$ cat src/rtl/wb_pkg.sv
// Shared types and constants for the register-file writeback path.
package wb_pkg;

  localparam int unsigned REG_AW = 5;
  localparam logic [REG_AW-1:0] XZR = 5'd31;
  localparam int unsigned DW = 64;

  typedef struct packed {
    logic [REG_AW-1:0] wa;
    logic [63:0]       wd;
  } wb_req_t;

  function automatic logic [31:0] onehot_wa(input logic [REG_AW-1:0] wa);
    return 32'd1 << wa;
  endfunction

endpackage

$ cat src/rtl/regfile_writer_if.sv
// Writeback channels (ALU, load) and regfile write-port bundle for regfile_writer.
interface regfile_writer_if #(
  parameter int unsigned DW = wb_pkg::DW
) ();

  logic          alu_valid;
  logic          alu_ready;
  logic [4:0]    alu_wa;
  logic [DW-1:0] alu_wd;
  logic          mem_valid;
  logic          mem_ready;
  logic [4:0]    mem_wa;
  logic [DW-1:0] mem_wd;
  logic          we3;
  logic [4:0]    wa3;
  logic [DW-1:0] wd3;
  logic [31:0]   pend;

  modport master (
    output alu_valid, alu_wa, alu_wd, mem_valid, mem_wa, mem_wd,
    input  alu_ready, mem_ready, we3, wa3, wd3, pend
  );

  modport slave (
    input  alu_valid, alu_wa, alu_wd, mem_valid, mem_wa, mem_wd,
    output alu_ready, mem_ready, we3, wa3, wd3, pend
  );

endinterface

$ cat src/rtl/wb_fifo.sv
// DEPTH-entry writeback request FIFO with a per-entry valid/address view for hazard tracking.
module wb_fifo
  import wb_pkg::*;
#(
  parameter int unsigned DEPTH = 2
) (
  input  logic                         clk,
  input  logic                         reset,
  input  logic                         push,
  input  wb_req_t                      push_data,
  input  logic                         pop,
  output wb_req_t                      pop_data,
  output logic                         full,
  output logic                         empty,
  output logic [DEPTH-1:0]             ent_vld,
  output logic [DEPTH-1:0][REG_AW-1:0] ent_wa
);

  localparam int unsigned PW = (DEPTH > 1) ? $clog2(DEPTH) : 1;
  localparam int unsigned CW = $clog2(DEPTH + 1);

  wb_req_t          mem_q [DEPTH];
  logic [PW-1:0]    rd_ptr_q, wr_ptr_q;
  logic [CW-1:0]    cnt_q, cnt_d;
  logic [DEPTH-1:0] vld_q, vld_d;

  // Push and pop never target the same slot: push needs !full, pop needs !empty.
  always_comb begin
    cnt_d = cnt_q;
    vld_d = vld_q;
    if (push) vld_d[wr_ptr_q] = 1'b1;
    if (pop)  vld_d[rd_ptr_q] = 1'b0;
    case ({push, pop})
      2'b10:   cnt_d = cnt_q + CW'(1);
      2'b01:   cnt_d = cnt_q - CW'(1);
      default: cnt_d = cnt_q;
    endcase
  end

  always_ff @(posedge clk or negedge reset) begin
    if (!reset) begin
      rd_ptr_q <= '0;
      wr_ptr_q <= '0;
      cnt_q    <= '0;
      vld_q    <= '0;
    end else begin
      if (push) wr_ptr_q <= wr_ptr_q + PW'(1);
      if (pop)  rd_ptr_q <= rd_ptr_q + PW'(1);
      cnt_q <= cnt_d;
      vld_q <= vld_d;
    end
  end

  always_ff @(posedge clk) begin
    if (push) mem_q[wr_ptr_q] <= push_data;
  end

  assign pop_data = mem_q[rd_ptr_q];
  assign full     = (cnt_q == CW'(DEPTH));
  assign empty    = (cnt_q == '0);
  assign ent_vld  = vld_q;

  always_comb begin
    for (int i = 0; i < DEPTH; i++) ent_wa[i] = mem_q[i].wa;
  end

endmodule

$ cat src/rtl/regfile_writer.sv
// Regfile write-side controller: two writeback FIFOs, round-robin retire, XZR drop, pend mask.
// Optional WB_BYPASS_EN lets a granted transfer into an empty channel skip its FIFO.
module regfile_writer
  import wb_pkg::*;
#(
  parameter int unsigned DEPTH = 2,
  parameter int unsigned DW    = wb_pkg::DW
) (
  input logic              clk,
  input logic              reset,
  regfile_writer_if.slave  bus
);

  localparam logic RrAlu = 1'b0;
  localparam logic RrMem = 1'b1;

  wb_req_t alu_in, mem_in, alu_head, mem_head, sel;
  logic alu_full, alu_empty, mem_full, mem_empty;
  logic alu_acc, mem_acc, alu_keep, mem_keep;
  logic alu_byp_cand, mem_byp_cand, alu_avail, mem_avail;
  logic gnt_alu, gnt_mem, alu_pop, mem_pop, alu_byp, mem_byp, alu_push, mem_push;
  logic [DEPTH-1:0]             alu_ent_vld, mem_ent_vld;
  logic [DEPTH-1:0][REG_AW-1:0] alu_ent_wa, mem_ent_wa;

  logic          rr_q, rr_d;
  logic          we3_q;
  logic [4:0]    wa3_q;
  logic [DW-1:0] wd3_q;

  assign alu_in   = '{wa: bus.alu_wa, wd: bus.alu_wd};
  assign mem_in   = '{wa: bus.mem_wa, wd: bus.mem_wd};
  assign alu_acc  = bus.alu_valid & ~alu_full;
  assign mem_acc  = bus.mem_valid & ~mem_full;
  // XZR writes complete the handshake but are never queued.
  assign alu_keep = alu_acc & (bus.alu_wa != XZR);
  assign mem_keep = mem_acc & (bus.mem_wa != XZR);

`ifdef WB_BYPASS_EN
  assign alu_byp_cand = alu_keep & alu_empty;
  assign mem_byp_cand = mem_keep & mem_empty;
`else
  assign alu_byp_cand = 1'b0;
  assign mem_byp_cand = 1'b0;
`endif

  assign alu_avail = ~alu_empty | alu_byp_cand;
  assign mem_avail = ~mem_empty | mem_byp_cand;

  always_comb begin
    gnt_alu = 1'b0;
    gnt_mem = 1'b0;
    rr_d    = rr_q;
    if (alu_avail && mem_avail) begin
      gnt_alu = (rr_q == RrAlu);
      gnt_mem = (rr_q == RrMem);
      rr_d    = ~rr_q;
    end else if (alu_avail) begin
      gnt_alu = 1'b1;
    end else if (mem_avail) begin
      gnt_mem = 1'b1;
    end
  end

  assign alu_pop  = gnt_alu & ~alu_empty;
  assign mem_pop  = gnt_mem & ~mem_empty;
  assign alu_byp  = gnt_alu & alu_empty;
  assign mem_byp  = gnt_mem & mem_empty;
  assign alu_push = alu_keep & ~alu_byp;
  assign mem_push = mem_keep & ~mem_byp;

  always_comb begin
    sel = mem_pop ? mem_head : mem_in;
    if (gnt_alu) sel = alu_pop ? alu_head : alu_in;
  end

  wb_fifo #(.DEPTH(DEPTH)) u_alu_fifo (
    .clk       (clk),
    .reset     (reset),
    .push      (alu_push),
    .push_data (alu_in),
    .pop       (alu_pop),
    .pop_data  (alu_head),
    .full      (alu_full),
    .empty     (alu_empty),
    .ent_vld   (alu_ent_vld),
    .ent_wa    (alu_ent_wa)
  );

  wb_fifo #(.DEPTH(DEPTH)) u_mem_fifo (
    .clk       (clk),
    .reset     (reset),
    .push      (mem_push),
    .push_data (mem_in),
    .pop       (mem_pop),
    .pop_data  (mem_head),
    .full      (mem_full),
    .empty     (mem_empty),
    .ent_vld   (mem_ent_vld),
    .ent_wa    (mem_ent_wa)
  );

  always_ff @(posedge clk or negedge reset) begin
    if (!reset) begin
      rr_q  <= RrAlu;
      we3_q <= 1'b0;
      wa3_q <= '0;
      wd3_q <= '0;
    end else begin
      rr_q  <= rr_d;
      we3_q <= gnt_alu | gnt_mem;
      if (gnt_alu || gnt_mem) begin
        wa3_q <= sel.wa;
        wd3_q <= sel.wd;
      end
    end
  end

  always_comb begin
    bus.pend = '0;
    for (int i = 0; i < DEPTH; i++) begin
      if (alu_ent_vld[i]) bus.pend = bus.pend | onehot_wa(alu_ent_wa[i]);
      if (mem_ent_vld[i]) bus.pend = bus.pend | onehot_wa(mem_ent_wa[i]);
    end
    if (we3_q) bus.pend = bus.pend | onehot_wa(wa3_q);
  end

  assign bus.alu_ready = ~alu_full;
  assign bus.mem_ready = ~mem_full;
  assign bus.we3       = we3_q;
  assign bus.wa3       = wa3_q;
  assign bus.wd3       = wd3_q;

endmodule

$ cat src/flat_wrapper.sv
// flat-port wrapper written by rule: the top's interface ports become plain ports
module regfile_writer_flat import wb_pkg::*;
#(
  parameter int unsigned DEPTH = 2,
  parameter int unsigned DW    = wb_pkg::DW
)
  (clk, reset, bus_alu_valid, bus_alu_wa, bus_alu_wd, bus_mem_valid, bus_mem_wa, bus_mem_wd, bus_alu_ready, bus_mem_ready, bus_we3, bus_wa3, bus_wd3, bus_pend);
  regfile_writer_if #(.DW(DW)) bus_i ();
  input logic clk;
  input logic reset;
  input wire logic [$bits(bus_i.alu_valid)-1:0] bus_alu_valid;
  input wire logic [$bits(bus_i.alu_wa)-1:0] bus_alu_wa;
  input wire logic [$bits(bus_i.alu_wd)-1:0] bus_alu_wd;
  input wire logic [$bits(bus_i.mem_valid)-1:0] bus_mem_valid;
  input wire logic [$bits(bus_i.mem_wa)-1:0] bus_mem_wa;
  input wire logic [$bits(bus_i.mem_wd)-1:0] bus_mem_wd;
  output wire logic [$bits(bus_i.alu_ready)-1:0] bus_alu_ready;
  output wire logic [$bits(bus_i.mem_ready)-1:0] bus_mem_ready;
  output wire logic [$bits(bus_i.we3)-1:0] bus_we3;
  output wire logic [$bits(bus_i.wa3)-1:0] bus_wa3;
  output wire logic [$bits(bus_i.wd3)-1:0] bus_wd3;
  output wire logic [$bits(bus_i.pend)-1:0] bus_pend;
  assign bus_i.alu_valid = bus_alu_valid;
  assign bus_i.alu_wa = bus_alu_wa;
  assign bus_i.alu_wd = bus_alu_wd;
  assign bus_i.mem_valid = bus_mem_valid;
  assign bus_i.mem_wa = bus_mem_wa;
  assign bus_i.mem_wd = bus_mem_wd;
  assign bus_alu_ready = bus_i.alu_ready;
  assign bus_mem_ready = bus_i.mem_ready;
  assign bus_we3 = bus_i.we3;
  assign bus_wa3 = bus_i.wa3;
  assign bus_wd3 = bus_i.wd3;
  assign bus_pend = bus_i.pend;
  regfile_writer #(.DEPTH(DEPTH), .DW(DW)) u_core (.clk(clk), .reset(reset), .bus(bus_i));
endmodule
$ cat config.mk
export PLATFORM = sky130hd
export DESIGN_NAME = regfile_writer_flat
export DESIGN_NICKNAME = d
export VERILOG_FILES = /design/src/rtl/wb_pkg.sv /design/src/rtl/regfile_writer_if.sv /design/src/rtl/wb_fifo.sv /design/src/rtl/regfile_writer.sv /design/src/flat_wrapper.sv
export SDC_FILE = /design/constraint.sdc
export NUM_CORES = 1
export LEC_CHECK = 0
export ABC_AREA = 1
export CAP_MARGIN = 10
export CORE_MARGIN = 2
export CORE_UTILIZATION = 50
export DETAILED_ROUTE_END_ITERATION = 7
export GPL_TIMING_DRIVEN = 0
export PLACE_DENSITY = 0.84
export SLEW_MARGIN = 30
export SYNTH_ARGS = -nofsm -noshare
export SYNTH_HDL_FRONTEND = slang
export SYNTH_SLANG_ARGS = --single-unit
$ cat constraint.sdc
create_clock -name clk -period 4.1 [get_ports clk]
set_input_delay 0.41 -clock clk [delete_from_list [all_inputs] [get_ports clk]]
set_output_delay 0.41 -clock clk [all_outputs]
set_load 0.02 [all_outputs]
After elaboration in Yosys (flattened, before gate mapping)

Memory sizes are Yosys's and may differ from the RTL's.
Index checks and enable logic that the tools add are counted.

Input bits: 142
Memories kept: 2
Memory bits (read-only): 0
Latch bits: 0
Bits in writable memories: 276
Output and inout port bits: 104
Logic and storage cells: 112
Flip-flop bits (word level): 83

Equal/unequal tests: 8
Multiplexer cells: 31
Magnitude comparators: 8
Bitwise gates (word level): 28
Reduce and logical (&&, ||, !) cells: 10
Multiply operators: 0
Divide/modulo/power cells: 0
Add/sub/neg operators: 8
Shifts and indexed selects: 5

Memories:

| name                    | words | width | read ports | clocked after Yosys merged registers in | write ports | RTL line      | RTL |
|---|---|---|---|---|---|---|---|
| u_core.u_alu_fifo.mem_q | 2     | 69    | 3          | 0                                       | 1           | wb_fifo.sv:22 | `wb_req_t mem_q [DEPTH];` |
| u_core.u_mem_fifo.mem_q | 2     | 69    | 3          | 0                                       | 1           | wb_fifo.sv:22 |  |

Operators by type and width:

| operator                                                                     | count |
|---|---|
| 69-bit two-way mux                                                           | 3 |
| 32-bit two-way mux                                                           | 5 |
| 1-bit by 5-bit left shift with 32-bit output, first input constant           | 5 |
| 32-bit bitwise OR                                                            | 4 |
| 1-bit two-way mux                                                            | 13 |
| 1-bit bitwise AND                                                            | 10 |
| 5-bit inequality test, second input constant                                 | 2 |
| 2-bit equality test, second input constant                                   | 4 |
| 1-bit by 2-bit less-than comparator with 1-bit output, second input constant | 4 |
| 2-bit two-way mux                                                            | 4 |
| 2-bit one-hot mux with 2 select lines                                        | 2 |
| 1-bit inverter                                                               | 7 |
| 1-bit logical AND                                                            | 5 |
| 1-bit adder, second input constant                                           | 4 |
| 2-bit by 1-bit adder with 2-bit output, second input constant                | 2 |
| 2-bit bitwise AND                                                            | 2 |
| 1-bit demux with 1-bit select                                                | 4 |
| 2-bit by 1-bit equality test with 1-bit output, second input constant        | 2 |
| 1-bit >= comparator, second input constant                                   | 4 |
| 2-bit zero test                                                              | 2 |
| 2-bit inverter                                                               | 2 |
| 2-bit bitwise OR                                                             | 2 |
| 2-bit nonzero test                                                           | 2 |
| 2-bit by 1-bit subtractor with 2-bit output, second input constant           | 2 |
| other kinds (2)                                                              | 2 |

Logic depth before layout (Yosys ltp)

An unclocked memory read counts as a cell.

Word-level depth: 11
Depth in mapped cells: 9
Mapped depth without buffers: 9

Modules after synthesis

Synthesis repeated with hierarchy kept, for this count alone.

Cell total of the unflattened synthesis: 1586
Area, all modules: 15788.9 um^2

By module, submodules not included:

| module         | area each (um^2) | times used | seq. area each (um^2) | cells an instance |
|---|---|---|---|---|
| wb_fifo        | 5429.0           | 2          | 4294.1                | 402 |
| regfile_writer | 4931.0           | 1          | 1776.7                | 782 |

Least setup slack after synthesis

OpenSTA, ideal clock, no wires.

Path type: reg-to-reg
Start: register u_core.u_mem_fifo.cnt_q[0]
End: memory u_core.u_mem_fifo.mem_q[0][0] (netlist name), enable pin
Stages on the path, launching flop included: 6
Clock period less this slack: 4.345 ns
Slack: -0.245 ns
Setup time: 0.498 ns
Path buffers: 0
Data required time: 3.602 ns
Arrival: 3.847 ns
Cell sequence: dfrtp_1 > inv_2 > nand2_1 > nand2_1 > o21bai_1 > nor2_1

Elaborated cells on any way between the ends: 15
Those cells by class: eq/ne (1); mux (5); bitwise (7); reduce/logical (2)

RTL lines:

| element                                 | RTL line             | RTL |
|---|---|---|
| start: declaration                      | wb_fifo.sv:24        | `logic [CW-1:0] cnt_q, cnt_d;` |
| start signal: assignment                | wb_fifo.sv:49        | `cnt_q <= cnt_d;` |
| 2-bit equality test                     | wb_fifo.sv:59        | `assign full = (cnt_q == CW'(DEPTH));` |
| 1-bit inverter                          | --                   |  |
| via bus_mem_ready                       | flat_wrapper.sv:18   | `output wire logic [$bits(bus_i.mem_ready)-1:0] bus_mem_ready;` |
| 1-bit bitwise AND                       | regfile_writer.sv:33 | `assign mem_acc = bus.mem_valid & ~mem_full;` |
| 1-bit bitwise AND                       | regfile_writer.sv:36 | `assign mem_keep = mem_acc & (bus.mem_wa != XZR);` |
| 1-bit bitwise AND                       | regfile_writer.sv:69 | `assign mem_push = mem_keep & ~mem_byp;` |
| 1-bit two-way mux                       | wb_fifo.sv:55        | `if (push) mem_q[wr_ptr_q] <= push_data;` |
| 1-bit two-way mux (not written as such) | wb_fifo.sv:55        |  |
| end: declaration                        | wb_fifo.sv:22        |  |

The timed path passes the listed nets, and every way through them passes these cells.

Worst setup path after layout

Start: register u_core.wa3_q[1] (netlist: u_core.bus.wa3[1])
End: output port bus_pend[1]

Longest elaborated chain between the ends: 3

Ends and longest elaborated chain:

| element                                      | RTL line              | RTL |
|---|---|---|
| start: declaration                           | regfile_writer.sv:27  | `logic [4:0] wa3_q;` |
| start signal: assignment                     | regfile_writer.sv:112 | `wa3_q <= sel.wa;` |
| 1-bit by 5-bit left shift with 32-bit output | wb_pkg.sv:14          | `return 32'd1 << wa;` |
| 32-bit bitwise OR                            | regfile_writer.sv:124 | `if (we3_q) bus.pend = bus.pend \| onehot_wa(wa3_q);` |
| 32-bit two-way mux                           | regfile_writer.sv:124 |  |
| end: declaration                             | flat_wrapper.sv:22    | `output wire logic [$bits(bus_i.pend)-1:0] bus_pend;` |

Every way passes these cells.

==> results.md <==
- The mean area per synthesized cell is 8.98 um2.
- The register bit count reported by yosys is 359.
- The first global-routing pass estimated 82400 um of wire.
- By area, the combinational part of the netlist is dominated by simple AND/OR/NAND/NOR gates.
- The startpoint identified for the worst register-to-register timing path is u_core.u_mem_fifo.cnt_q[0].
- The net count of the finished layout is 2322.
- The cell area after technology mapping is 16900 um2.
- Summing all placed instances gives a cell area of 20300 um2.
- Between clock sinks in the finished design, the worst skew comes to 0.0124 ns.
- The cell area power density is 791 nW/um2.
- Summing the areas of all compound-gate instances in the mapped netlist gives 3.52% of the synthesized area.
- After Yosys synthesis, XOR and XNOR cells account for 0.363% of the synthesized area.
- 246 I/O pins were placed.
- The number of placed instances with taps included is 2586.
- The post-route netlist has 7.57% of its cells at a drive strength greater than 1.
- The floorplan core area is 33400 um2.
- The half-perimeter wire length of the detailed placement result is 38900 um.
- Wires add up to 53400 um.
- Setup repair after global routing left no endpoint under its margin.
- Summed over all cells, the static leakage comes to 9.34 nW.
- The floorplan die height is 188 um.
- The routability congestion estimate from global placement is 0.914.
- Setup violations remaining at the end of the flow were counted as 0.
- The number of global-route vias before repair is 14900.
- Dividing the detail-routed via count by the number of cells gives 5.45.
- The tightest min-delay check is of the input pin to asynchronous set/reset pin type.
- The data arrival at the endpoint of the critical path is 2.84 ns.
- Synthesis produced a netlist whose cell count is 1879.
- TritonCTS built the clock tree.
- Synthesis produced a netlist with a net count of 2023.
- The number of rows created at floorplan is 67.
- The maximum net fanout on the critical path is 10.
- In the routed design, unresolved DRC markers number 0.
- The area enclosed by the die boundary is 35200 um2.
- The flow ran to the end, and the final reports show no timing, DRC or antenna violations.
- Summing the areas of all fa, ha and maj instances in the mapped netlist gives 0.148% of the synthesized area.
- For this run, the register share of the synthesized area comes to 61.4%.
- The maximum number of pins on one net before global-route repair is 64.
- The total setup buffers inserted after CTS is 0.
- The count of final max-slew check failures is 0.
- During placement, the flow inserted port buffers numbering 245.
- The level count of the clock H-tree is 2.
- The slew at the pin closest to its max-slew limit is 0.810 ns.
- The critical path capture point type is a primary output.
- Derived from the worst setup path, the maximum achievable clock frequency is 308 MHz.
- The area added between synthesis and finish is 27.6%.
- The clock-pin slew on the worst setup and hold paths is 0.06 ns.
- In this run the deepest clock path goes through 3 buffers.
- The number of hold-slack violations in the final timing report was 0.
- The fill cell total of the finished layout is 2642.
- The die width is 188 um.
- The part of the cycle the worst path needs is 79.2%.
- CTS saw 359 sinks.
- The final cell count without fillers is 2657.
- The final hold slack is 0.306 ns.
- The initial core utilization is 50.6%.
- The critical path startpoint category is a flip-flop.
- Across all layers, the routed design uses 14500 vias.
- The flop-to-flop setup slack is 1.50 ns.
- The synthesized netlist devotes 27.2% of its cell area to simple gates.
- The total overflow reported by the global router is 0.
- The detail route stage leaves a number of antenna-violating nets equal to 0.
- TritonCTS created 37 clock buffers.
- The finished cells cover 21500 um2.
- Global routing used 30.6% of the available tracks across all layers.
- The worst slew margin relative to its limit is 45.8%.
- The largest area contributor in the netlist is sky130_fd_sc_hd__edfxtp_1.
- The share of synthesized area in the top cell type comes to 49.1%.
- IR analysis of the VDD net gives a maximum drop of 0.581 mV.
- The routed design could run at a clock period as short as 3.25 ns.
- The type of the worst setup path is flip-flop to primary output.
- The worst-skew pair later-pin latency is 0.52 ns.
- The number of antenna violations at the first check in global routing is 3.
- The routed wirelength normalized by instance count is 20.1 um.
- Synthesis instantiated 32 different standard cells from the library.
- Yosys printed 0 warnings.
- Yosys attributes the largest share of cell area to sky130_fd_sc_hd__edfxtp_1, sky130_fd_sc_hd__nand2_1, sky130_fd_sc_hd__dfrtp_1.
- The first TritonRoute pass finished after 5 iterations.
- The DRC violation total after the first TritonRoute iteration is 1495.
- The max-cap check violation count is 0.
- The master cell of the clock root buffer is sky130_fd_sc_hd__clkbuf_16.
- For the worst setup path, the data required time is 3.69 ns.
- In this run the critical register-to-register path is captured at u_core.u_mem_fifo.mem_q[0][36].
- The cell count of the worst reg-to-reg path is 7.
- The post-synthesis mux area share is 0%.
- The total negative slack is 0 ns.
kinds of logic after synthesis:
family,after synthesis
buffers and inverters,301
AO/OA/AOI/OAI,110
XOR/XNOR,7
AND/OR/NAND/NOR,1100
adder cells (fa/ha/maj),2
flip-flops,359
cell type report:
| cell class | instances | area [um2] | share of cell area (%) |
|---|---|---|---|
| antenna | 3 | 7.51 | 0.0349 |
| buffer | 102 | 495 | 2.30 |
| clock buffer | 50 | 995 | 4.62 |
| clock inverter | 17 | 218 | 1.01 |
| inverter | 199 | 747 | 3.47 |
| multi-input combinational | 1219 | 5290 | 24.6 |
| sequential | 359 | 10400 | 48.1 |
| tap | 448 | 561 | 2.60 |
| timing repair buffer | 260 | 2850 | 13.2 |
routing by layer:
layer | GRT usage, % | vias to the layer above | routed length [um]
met5 | 0 | - | 11
met4 | 12.8 | 2 | 2220
met3 | 5.67 | 112 | 4620
met2 | 51.8 | 759 | 25800
met1 | 38.7 | 6857 | 20700
li1 | - | 6750 | -
cells in the final DEF, fill, tap and decap left out, types with 3 or more instances in the layout:
master	instances
sky130_fd_sc_hd__clkdlybuf4s50_1	244
sky130_fd_sc_hd__diode_2	3
sky130_fd_sc_hd__inv_6	3
sky130_fd_sc_hd__buf_2	69
sky130_fd_sc_hd__nand2_1	589
sky130_fd_sc_hd__nor2_1	196
sky130_fd_sc_hd__nand2_4	3
sky130_fd_sc_hd__a21oi_1	78
sky130_fd_sc_hd__o21ai_0	13
sky130_fd_sc_hd__clkbuf_1	38
sky130_fd_sc_hd__edfxtp_1	276
sky130_fd_sc_hd__clkinv_2	6
sky130_fd_sc_hd__o211ai_1	6
sky130_fd_sc_hd__nand3_1	261
sky130_fd_sc_hd__nor2_4	4
sky130_fd_sc_hd__nand4_1	23
sky130_fd_sc_hd__nor4_1	7
sky130_fd_sc_hd__inv_1	183
sky130_fd_sc_hd__a31oi_1	6
sky130_fd_sc_hd__nor3_1	11
sky130_fd_sc_hd__clkbuf_16	37
sky130_fd_sc_hd__xor2_1	5
sky130_fd_sc_hd__dfrtp_1	83
sky130_fd_sc_hd__inv_2	11
sky130_fd_sc_hd__buf_16	14
sky130_fd_sc_hd__buf_4	5
sky130_fd_sc_hd__or2_2	3
sky130_fd_sc_hd__clkinv_1	8
sky130_fd_sc_hd__bufinv_16	5
synthesized netlist by cell type (all sizes together):
library cell  number
a21oi             78
a22oi              1
a31oi              6
buf               75
clkbuf            27
clkinv             5
dfrtp             83
edfxtp           276
ha                 2
inv              194
nand2            593
nand3            261
nand3b             1
nand4             23
nor2             201
nor3              11
nor4               7
o211ai             6
o21ai             14
o21bai             2
o22a               2
o22ai              1
or2                3
xnor2              2
xor2               5
metrics by stage:
stage	util (%)	setup WS (ns)	total power [mW]
after floorplan	-	-0.245	10.3
after global placement	59.6	-2.67	13.1
after global routing	64.5	0.715	18.1
after detailed placement	60.8	1.29	13.5
final	64.5	0.854	17.0
after CTS	64.5	0.821	17.0
worst max-delay path: stages, from the launching register on:
cell	delay (ns)
sky130_fd_sc_hd__dfrtp_1	0.40
sky130_fd_sc_hd__clkbuf_1	0.24
sky130_fd_sc_hd__nor3_1	0.57
sky130_fd_sc_hd__nand3_1	0.20
sky130_fd_sc_hd__nand2_1	0.11
sky130_fd_sc_hd__inv_1	0.04
sky130_fd_sc_hd__nand4_1	0.11
sky130_fd_sc_hd__clkdlybuf4s50_1	0.63
flip-flops by register name (all words and copies together), names as in the netlist, 2 cells and up:
register                   cells
u_core.u_mem_fifo.mem_q      138
u_core.bus.wd3                64
u_core.u_alu_fifo.ent_vld      2
u_core.u_alu_fifo.mem_q      138
u_core.u_mem_fifo.cnt_q        2
u_core.u_alu_fifo.cnt_q        2
u_core.bus.wa3                 5
u_core.u_mem_fifo.ent_vld      2
repair_timing:
action                                 in CTS  in global routing
gates resized for setup                     0                  0
endpoints found under the hold margin      20                  0
hold buffers                                1                  0
how the worst max path moves through the flow:
stage,startpoint,to,slack (ns),cells past startpoint
after global routing,u_core.u_mem_fifo.mem_q[1][66],bus_pend[14],0.71,5
after floorplan,u_core.u_mem_fifo.cnt_q[0],u_core.u_mem_fifo.mem_q[0][0],-0.25,5
after global placement,bus_mem_wa[4],u_core.u_mem_fifo.mem_q[1][61],-2.67,4
final,u_core.bus.wa3[1],bus_pend[1],0.85,7
after CTS,u_core.bus.wa3[1],bus_pend[1],0.82,7
after detailed placement,bus_mem_wa[4],u_core.u_mem_fifo.mem_q[0][31],1.29,6
power by group:
part	total (mW)	switching [mW]	internal (mW)
sequential	5.59	0.470	5.12
clock	3.40	1.38	2.03
combinational	8.05	5.25	2.80
total	17.0	7.10	9.94
No activity file was read; power rests on OpenSTA's default activity.
